**src/rtl/aud_sample_fifo.sv**
```systemverilog
// Audio sample FIFO between a stream producer and an I2S transmitter's request/sample port.
// Optional underrun counter port is enabled by defining AUD_UNDERRUN_CNT_EN.
module aud_sample_fifo #(
  parameter int unsigned DEPTH     = 16,
  parameter int unsigned LOW_WATER = 4
) (
  input  logic                     clk_i,
  input  logic                     rst_ni,
  input  logic                     s_valid_i,
  output logic                     s_ready_o,
  input  logic [31:0]              s_data_i,
  input  logic                     req_i,
  output logic [31:0]              sample_o,
  output logic [$clog2(DEPTH):0]   level_o,
  output logic                     low_o,
  output logic                     underrun_o
`ifdef AUD_UNDERRUN_CNT_EN
  ,
  output logic [15:0]              underrun_cnt_o
`endif
);

  localparam int unsigned AW = $clog2(DEPTH);
  localparam int unsigned LW = AW + 1;
  localparam logic [LW-1:0] FULL_LVL = LW'(DEPTH);
  localparam logic [LW-1:0] LOW_LVL  = LW'(LOW_WATER);

  if ((DEPTH < 4) || (DEPTH > 256) || ((DEPTH & (DEPTH - 1)) != 0)) begin : g_bad_depth
    $error("aud_sample_fifo: DEPTH must be a power of two in 4..256");
  end
  if (LOW_WATER >= DEPTH) begin : g_bad_low_water
    $error("aud_sample_fifo: LOW_WATER must be below DEPTH");
  end

  logic [31:0]   mem_q [DEPTH];
  logic [AW-1:0] wr_ptr_q, wr_ptr_d;
  logic [AW-1:0] rd_ptr_q, rd_ptr_d;
  logic [LW-1:0] level_q, level_d;
  logic [31:0]   sample_q, sample_d;
  logic          low_q, low_d;
  logic          underrun_q, underrun_d;

  logic empty;
  logic push;
  logic pop;

  // Ready depends only on the registered level and reset, never on req_i.
  assign empty     = (level_q == '0);
  assign s_ready_o = rst_ni && (level_q != FULL_LVL);
  assign push      = s_valid_i && s_ready_o;
  assign pop       = req_i && !empty;

  always_comb begin
    wr_ptr_d   = wr_ptr_q;
    rd_ptr_d   = rd_ptr_q;
    level_d    = level_q;
    sample_d   = sample_q;
    underrun_d = 1'b0;

    if (push) begin
      wr_ptr_d = wr_ptr_q + AW'(1);
    end
    if (pop) begin
      rd_ptr_d = rd_ptr_q + AW'(1);
    end

    unique case ({push, pop})
      2'b10:   level_d = level_q + LW'(1);
      2'b01:   level_d = level_q - LW'(1);
      default: level_d = level_q;
    endcase

    // A request on an empty FIFO mutes the output; a same-cycle push never falls through.
    if (pop) begin
      sample_d = mem_q[rd_ptr_q];
    end else if (req_i) begin
      sample_d   = 32'h0000_0000;
      underrun_d = 1'b1;
    end

    low_d = (level_d <= LOW_LVL);
  end

  always_ff @(posedge clk_i) begin
    if (push) begin
      mem_q[wr_ptr_q] <= s_data_i;
    end
  end

  always_ff @(posedge clk_i) begin
    if (!rst_ni) begin
      wr_ptr_q   <= '0;
      rd_ptr_q   <= '0;
      level_q    <= '0;
      sample_q   <= 32'h0000_0000;
      low_q      <= 1'b1;
      underrun_q <= 1'b0;
    end else begin
      wr_ptr_q   <= wr_ptr_d;
      rd_ptr_q   <= rd_ptr_d;
      level_q    <= level_d;
      sample_q   <= sample_d;
      low_q      <= low_d;
      underrun_q <= underrun_d;
    end
  end

  assign sample_o   = sample_q;
  assign level_o    = level_q;
  assign low_o      = low_q;
  assign underrun_o = underrun_q;

`ifdef AUD_UNDERRUN_CNT_EN
  logic [15:0] underrun_cnt_q, underrun_cnt_d;

  // Counts alongside the pulse so the count and underrun_o change on the same edge.
  always_comb begin
    underrun_cnt_d = underrun_cnt_q;
    if (underrun_d && (underrun_cnt_q != 16'hFFFF)) begin
      underrun_cnt_d = underrun_cnt_q + 16'd1;
    end
  end

  always_ff @(posedge clk_i) begin
    if (!rst_ni) begin
      underrun_cnt_q <= 16'h0000;
    end else begin
      underrun_cnt_q <= underrun_cnt_d;
    end
  end

  assign underrun_cnt_o = underrun_cnt_q;
`endif

endmodule

```
**config.mk**
```make
export PLATFORM = sky130hd
export DESIGN_NAME = aud_sample_fifo
export DESIGN_NICKNAME = d
export VERILOG_FILES = /design/src/rtl/aud_sample_fifo.sv
export SDC_FILE = /design/constraint.sdc
export NUM_CORES = 1
export LEC_CHECK = 0
export CAP_MARGIN = 25
export CORE_MARGIN = 4
export CORE_UTILIZATION = 40
export CTS_BUF_LIST = sky130_fd_sc_hd__clkbuf_4
export CTS_CLUSTER_DIAMETER = 50
export DETAILED_ROUTE_END_ITERATION = 12
export SLEW_MARGIN = 5
export SYNTH_ARGS = -nofsm -noshare
export SYNTH_HDL_FRONTEND = slang
export SYNTH_SLANG_ARGS = --single-unit
```
**constraint.sdc**
```tcl
create_clock -name clk_i -period 5.35 [get_ports clk_i]
set_clock_uncertainty 0.05 [all_clocks]
set_input_delay 0.535 -clock clk_i [delete_from_list [all_inputs] [get_ports clk_i]]
set_output_delay 0.535 -clock clk_i [all_outputs]
set_load 0.02 [all_outputs]
```
* After elaboration in Yosys (flattened, before gate mapping)
Memories as Yosys holds them, arrays and structs flattened. A register that Yosys moved wholly into a read port is not among the register bits.
Index checks and enable logic that the tools add are counted.
** Word-level totals
- Register bits :: 47
- Memory bits (writable) :: 512
- Bits of input ports :: 36
- Output and inout bits :: 40
- Logic and storage cells :: 31
- Memories :: 1
** Operators by class
- $add $sub $neg :: 4
- Magnitude comparators :: 1
- Equality and inequality tests :: 3
- Multiplexer cells :: 8
- Bitwise gates (word level) :: 1
- Reduce and logical (&&, ||, !) cells :: 7
** Memory list
- mem_q :: words 16, bits a word 32, rd ports 1, clocked after memory_dff 1, write ports 1, line 35 : logic [31:0] mem_q [DEPTH];
** Operators with widths (number)
- $mux W32 :: 2
- $pmux W5 S2 :: 1
- $add A4 B1 Y4 const B :: 2
- $mux W4 :: 2
- $add A5 B1 Y5 const B :: 1
- $le A5 B3 Y1 const B :: 1
- $logic_not A5 Y1 :: 1
- $ne A5 B5 Y1 const B :: 1
- $sub A5 B1 Y5 const B :: 1
- $logic_and A1 B1 Y1 :: 3
- $mux W1 :: 3
- $eq A2 B1 Y1 const B :: 1
- $eq A2 B2 Y1 const B :: 1
- $reduce_bool A2 Y1 :: 1
- $reduce_or A2 Y1 :: 1
- $logic_not A1 Y1 :: 1
- $not A1 Y1 :: 1

* Longest topological paths before layout
- Depth in word-level cells :: 6
- Mapped depth :: 15

* Worst setup path before layout
No wires, ideal clock.
- Path type :: reg2reg
- From :: register level_q[2] (netlist: level_o[2])
- To :: memory mem_q[0][0] (enable)
- Setup time :: 0.461 ns
- Arrival :: 3.623 ns
- Required time :: 4.839 ns
- Slack :: 1.216 ns
- Cell stages (with the launch flop) :: 8
- Buffers on the path :: 2
- Cell sequence :: dfxtp_1 -> buf_2 -> or4_4 -> o21a_1 -> and2_1 -> buf_2 -> nand2_1 -> nor3_1
** Between the ends
- Longest elaborated chain between the ends :: 5
** Ends and longest elaborated chain
- start: declaration :: line 38 : logic [LW-1:0] level_q, level_d;
- start signal: assignment :: line 101 : level_q <= level_d;
- $ne A5 B5 Y1 :: line 49 : assign s_ready_o = rst_ni && (level_q != FULL_LVL);
- $logic_and A1 B1 Y1 :: line 49
- via s_ready_o :: line 10 : output logic s_ready_o,
- $logic_and A1 B1 Y1 :: line 50 : assign push = s_valid_i && s_ready_o;
- $mux W1 :: line 85 : if (push) begin
- $mux W1 (implied by the code) :: line 86 : mem_q[wr_ptr_q] <= s_data_i;
- end: declaration :: line 35
The timed path passes the listed nets, and every way through them passes these cells.

* Final worst setup path
- From :: register level_q[0] (netlist: level_o[0])
- To :: register low_q (netlist: low_o)
** Between the ends
- Longest elaborated chain between the ends :: 6
- Elaborated cells between the ends (all ways) :: 12
** Ends and longest elaborated chain
- $ne A5 B5 Y1 or $logic_not A5 Y1 (tied branches) :: line 49, 48
- $logic_and A1 B1 Y1 or $logic_not A1 Y1 (tied branches) :: line 49, 51
- $logic_and A1 B1 Y1 (on tied branches) :: line 50, 51
- $eq A2 B1 Y1 or $eq A2 B2 Y1 (tied branches) :: line 67 : unique case ({push, pop})
- $pmux W5 S2 (*) :: line 67
- $le A5 B3 Y1 (*) :: line 81 : low_d = (level_d <= LOW_LVL);
- end signal: assignment :: line 103 : low_q <= low_d;
- end: declaration :: line 40 : logic low_q, low_d;
Mark *: on every way between the ends. The rest lies on a longest branch, timed or not.
A chain may end at the register's enable or synchronous reset.

==> flow_summary_export.csv <==
group,metric,value,unit
run_status,status,"completed",
critical_path,worstSetupStartpointType,"register",
logic_synthesis,ys_warn_count,0,
power_and_ir_drop,ir_drop,0.2204,mV
placed_design,place_congestion,0.7410,
placed_design,dpl_cell_area,23090,sq um
grt,antenna_found_initial,2,
clock_tree,htree_levels,4,
timing,timing_hold_violations_final,0,
critical_path,crit_fanout,9,
timing,fin_hold_ws,0.2079,ns
layout,mostFrequentLayoutCells,"512 x edfxtp_1, 219 x clkbuf_4, 128 x mux4_2, 75 x clkdlybuf4s50_1, 70 x mux2i_1",
grt,grt_max_degree,59,
clock_tree,clk_pin_slew,0.06,ns
routing,drt_iter0_drc,725,
clock_tree,cts_root_buf,"clkbuf_4",
critical_path,cp_slowest_cell,"or4_4",
layout,fin_area,25070,sq um
timing,period_share,0.6210,
timing,tns,0,ns
placed_design,io_buffers,75,
placed_design,place_hpwl,27.33,mm
grt,gr-total-overflow,0,
power_and_ir_drop,leakage,0.008092,uW
critical_path,cp-end-kind,"register",
layout,final_cells,1971,
power_and_ir_drop,power.total,10520,uW
floorplanning,num_rows,84,
logic_synthesis,synth_edf_count,512,
floorplanning,core-area,52660,sq um
worst_hold_path,hold_class,"input port to register",
clock_tree,cts_hold_buf,0,
routing,wl_per_cell,23.94,um
routing,drt_wl_total,47.19,mm
logic_synthesis,synthArstFlopShare,0,
layout,syn_to_final_growth,17.45,%
floorplanning,pin_count,76,
logic_synthesis,postSynthAreaPerCell,21.90,sq um
critical_path,required,6.16,ns
clock_tree,clk_latency,0.95,ns
clock_tree,cts_buffer_depth,3,
logic_synthesis,ys_seq_elements,563,
critical_path,worst_path_dominant_cell_family,"simple AND/OR/NAND/NOR gates",
floorplanning,die_x,239.0,um
critical_path,cpPeakStageDelay,0.58,ns
critical_path,crit_chain,"or4_4, o21a_1, and2_1, inv_1, ha_1, xor2_1, ha_1, a21oi_1, mux2i_1, xor2_1, nor3b_1, a211oi_1",
run,cap_violations,0,
clock_tree,post_cts_buffers,0,
critical_path,arrival,4.13,ns
grt,grt_pass1_vias,11171,
placed_design,placedCellCount,1707,
critical_path,worstSetupPathType,"register to register",
timing,tightest_slew,0.9428,ns
timing,relSlewSlack,0.3715,
grt,grt_first_pass_wirelength,70.57,mm
clock_tree,cts-buffers-inserted,147,
layout,final_common_cell,"edfxtp_1",
clock_tree,tritoncts,"yes",
critical_path,crit_buf_inv,1,
power_and_ir_drop,power_density,419.4,nW/um^2
logic_synthesis,synthFlopType,"edfxtp_1",
critical_path,r2r_setup_slack,2.03,ns
routing,first_pass_iters,5,
timing,rsz0062_at_grt,"false",
grt,grt_use_total,0.1687,
timing,fmax,0.3010,GHz
logic_synthesis,synth_cells,975,
logic_synthesis,yosysSeqAreaShare,0.7680,
timing,finalSetupViolCount,0,
timing,fin_crit,3.323,ns
floorplanning,die_y,239.0,um
logic_synthesis,syn_nets,1019,
layout,nNetsFinal,1213,
clock_tree,cts_num_sinks,563,
routing,drt_drc_violations_left,0,
routing,vias,10340,
layout,drive_above_1_share,0.3182,
logic_synthesis,syn_area,21350,sq um
layout,fillers,4378,
routing,viasPerCell,5.246,
clock_tree,cts_resized,0,
floorplanning,die_area,57130,sq um
timing,drv_slew,0,
floorplanning,initial_utilization,0.4054,
logic_synthesis,ys_types,38,
routing,ant_nets,0,
==> registers in the layout, summed over array words and instances (netlist names), named ones only <==
name and count:
level_o 5, low_o 1, mem_q 512, rd_ptr_q 4
sample_o 32, underrun_o 1, wr_ptr_q 4
==> cells in the mapped netlist (5+ instances only) <==
master | n | area [sq um]
edfxtp_1 | 512 | 15370
mux4_2 | 128 | 2883
mux2i_1 | 70 | 700.7
dfxtp_1 | 51 | 1021
a21o_1 | 34 | 255.2
o22ai_1 | 32 | 200.2
clkbuf_1 | 22 | 82.58
buf_2 | 20 | 100.1
nor2_1 | 15 | 56.30
nand2_1 | 11 | 41.29
and2_1 | 8 | 50.05
ha_1 | 8 | 100.1
nor3_1 | 7 | 35.03
buf_6 | 6 | 67.56
inv_1 | 6 | 22.52
nor2b_1 | 6 | 37.54
xnor2_1 | 5 | 43.79
==> logic make-up (layout without fill, tap and decap cells) <==
kind of cell | count (synthesis) | in the layout | synth area share
DFF | 563 | 563 | 0.7680
muxes | 198 | 198 | 0.1679
AOI/OAI and AO/OA | 77 | 77 | 0.02491
buffers and inverters | 61 | 362 | 0.01582
and+or+nand+nor | 60 | 60 | 0.01541
adders and majority gates | 8 | 8 | 0.004689
xor gates and xnor gates | 8 | 8 | 0.003282
other | 0 | 7 | 0
==> worst paths after layout <==
path,depth (start not counted),to,startpoint
max,12,low_o$_SDFF_PN1_,level_o[0]$_SDFF_PN0_
min,3,underrun_o$_SDFF_PP0_,req_i
max reg2reg,12,low_o$_SDFF_PN1_,level_o[0]$_SDFF_PN0_
min reg2reg,1,sample_o[31]$_SDFFE_PN0P_,sample_o[31]$_SDFFE_PN0P_
==> where the power goes <==
part           switching [uW]  internal [uW]  leakage, uW
sequential                162           4950      0.00503
clock                    1690           2150      0.00115
combinational             791            773      0.00191
total                    2640           7870      0.00809
==> worst reg2reg max path: cells and delay by family (launching register included) <==
family / cells / cell delay (ns)
muxes: 1 / 0.24
AOI/OAI and AO/OA: 3 / 0.55
adders and majority gates: 2 / 0.57
DFF: 1 / 0.41
and+or+nand+nor: 3 / 0.96
buffers and inverters: 1 / 0.16
xor gates and xnor gates: 2 / 0.31
==> routing by layer <==
layer  share of wire  routed length, um  global-route usage  vias up
met4           0.025               1181             0.06821        0
met3           0.049               2327             0.04557       82
met5               0                  0                   0        -
met1            0.40              18660              0.2013     5394
met2            0.53              25020              0.2919      300
li1                -                  -                   -     4564
==> metrics by stage <==
step | setup WS (ns) | utilization
finish | 2.027 | 0.4762
global route | 1.812 | 0.4760
CTS | 1.993 | 0.4753
detailed placement | 1.659 | 0.4384
global placement | 1.731 | 0.4352
floorplan | 1.216 | -
==> area by class of cell <==
type,instances,area [sq um],area share
sequential,563,16410,0.6544
multi-input combinational,351,4732,0.1887
clock buffer,219,1644,0.06557
timing repair buffer,100,1091,0.04352
tap,688,860.8,0.03433
clock inverter,37,297.8,0.01188
inverter,6,22.52,0.0008982
antenna,7,17.52,0.0006986
(Power assumes the default switching activity.)
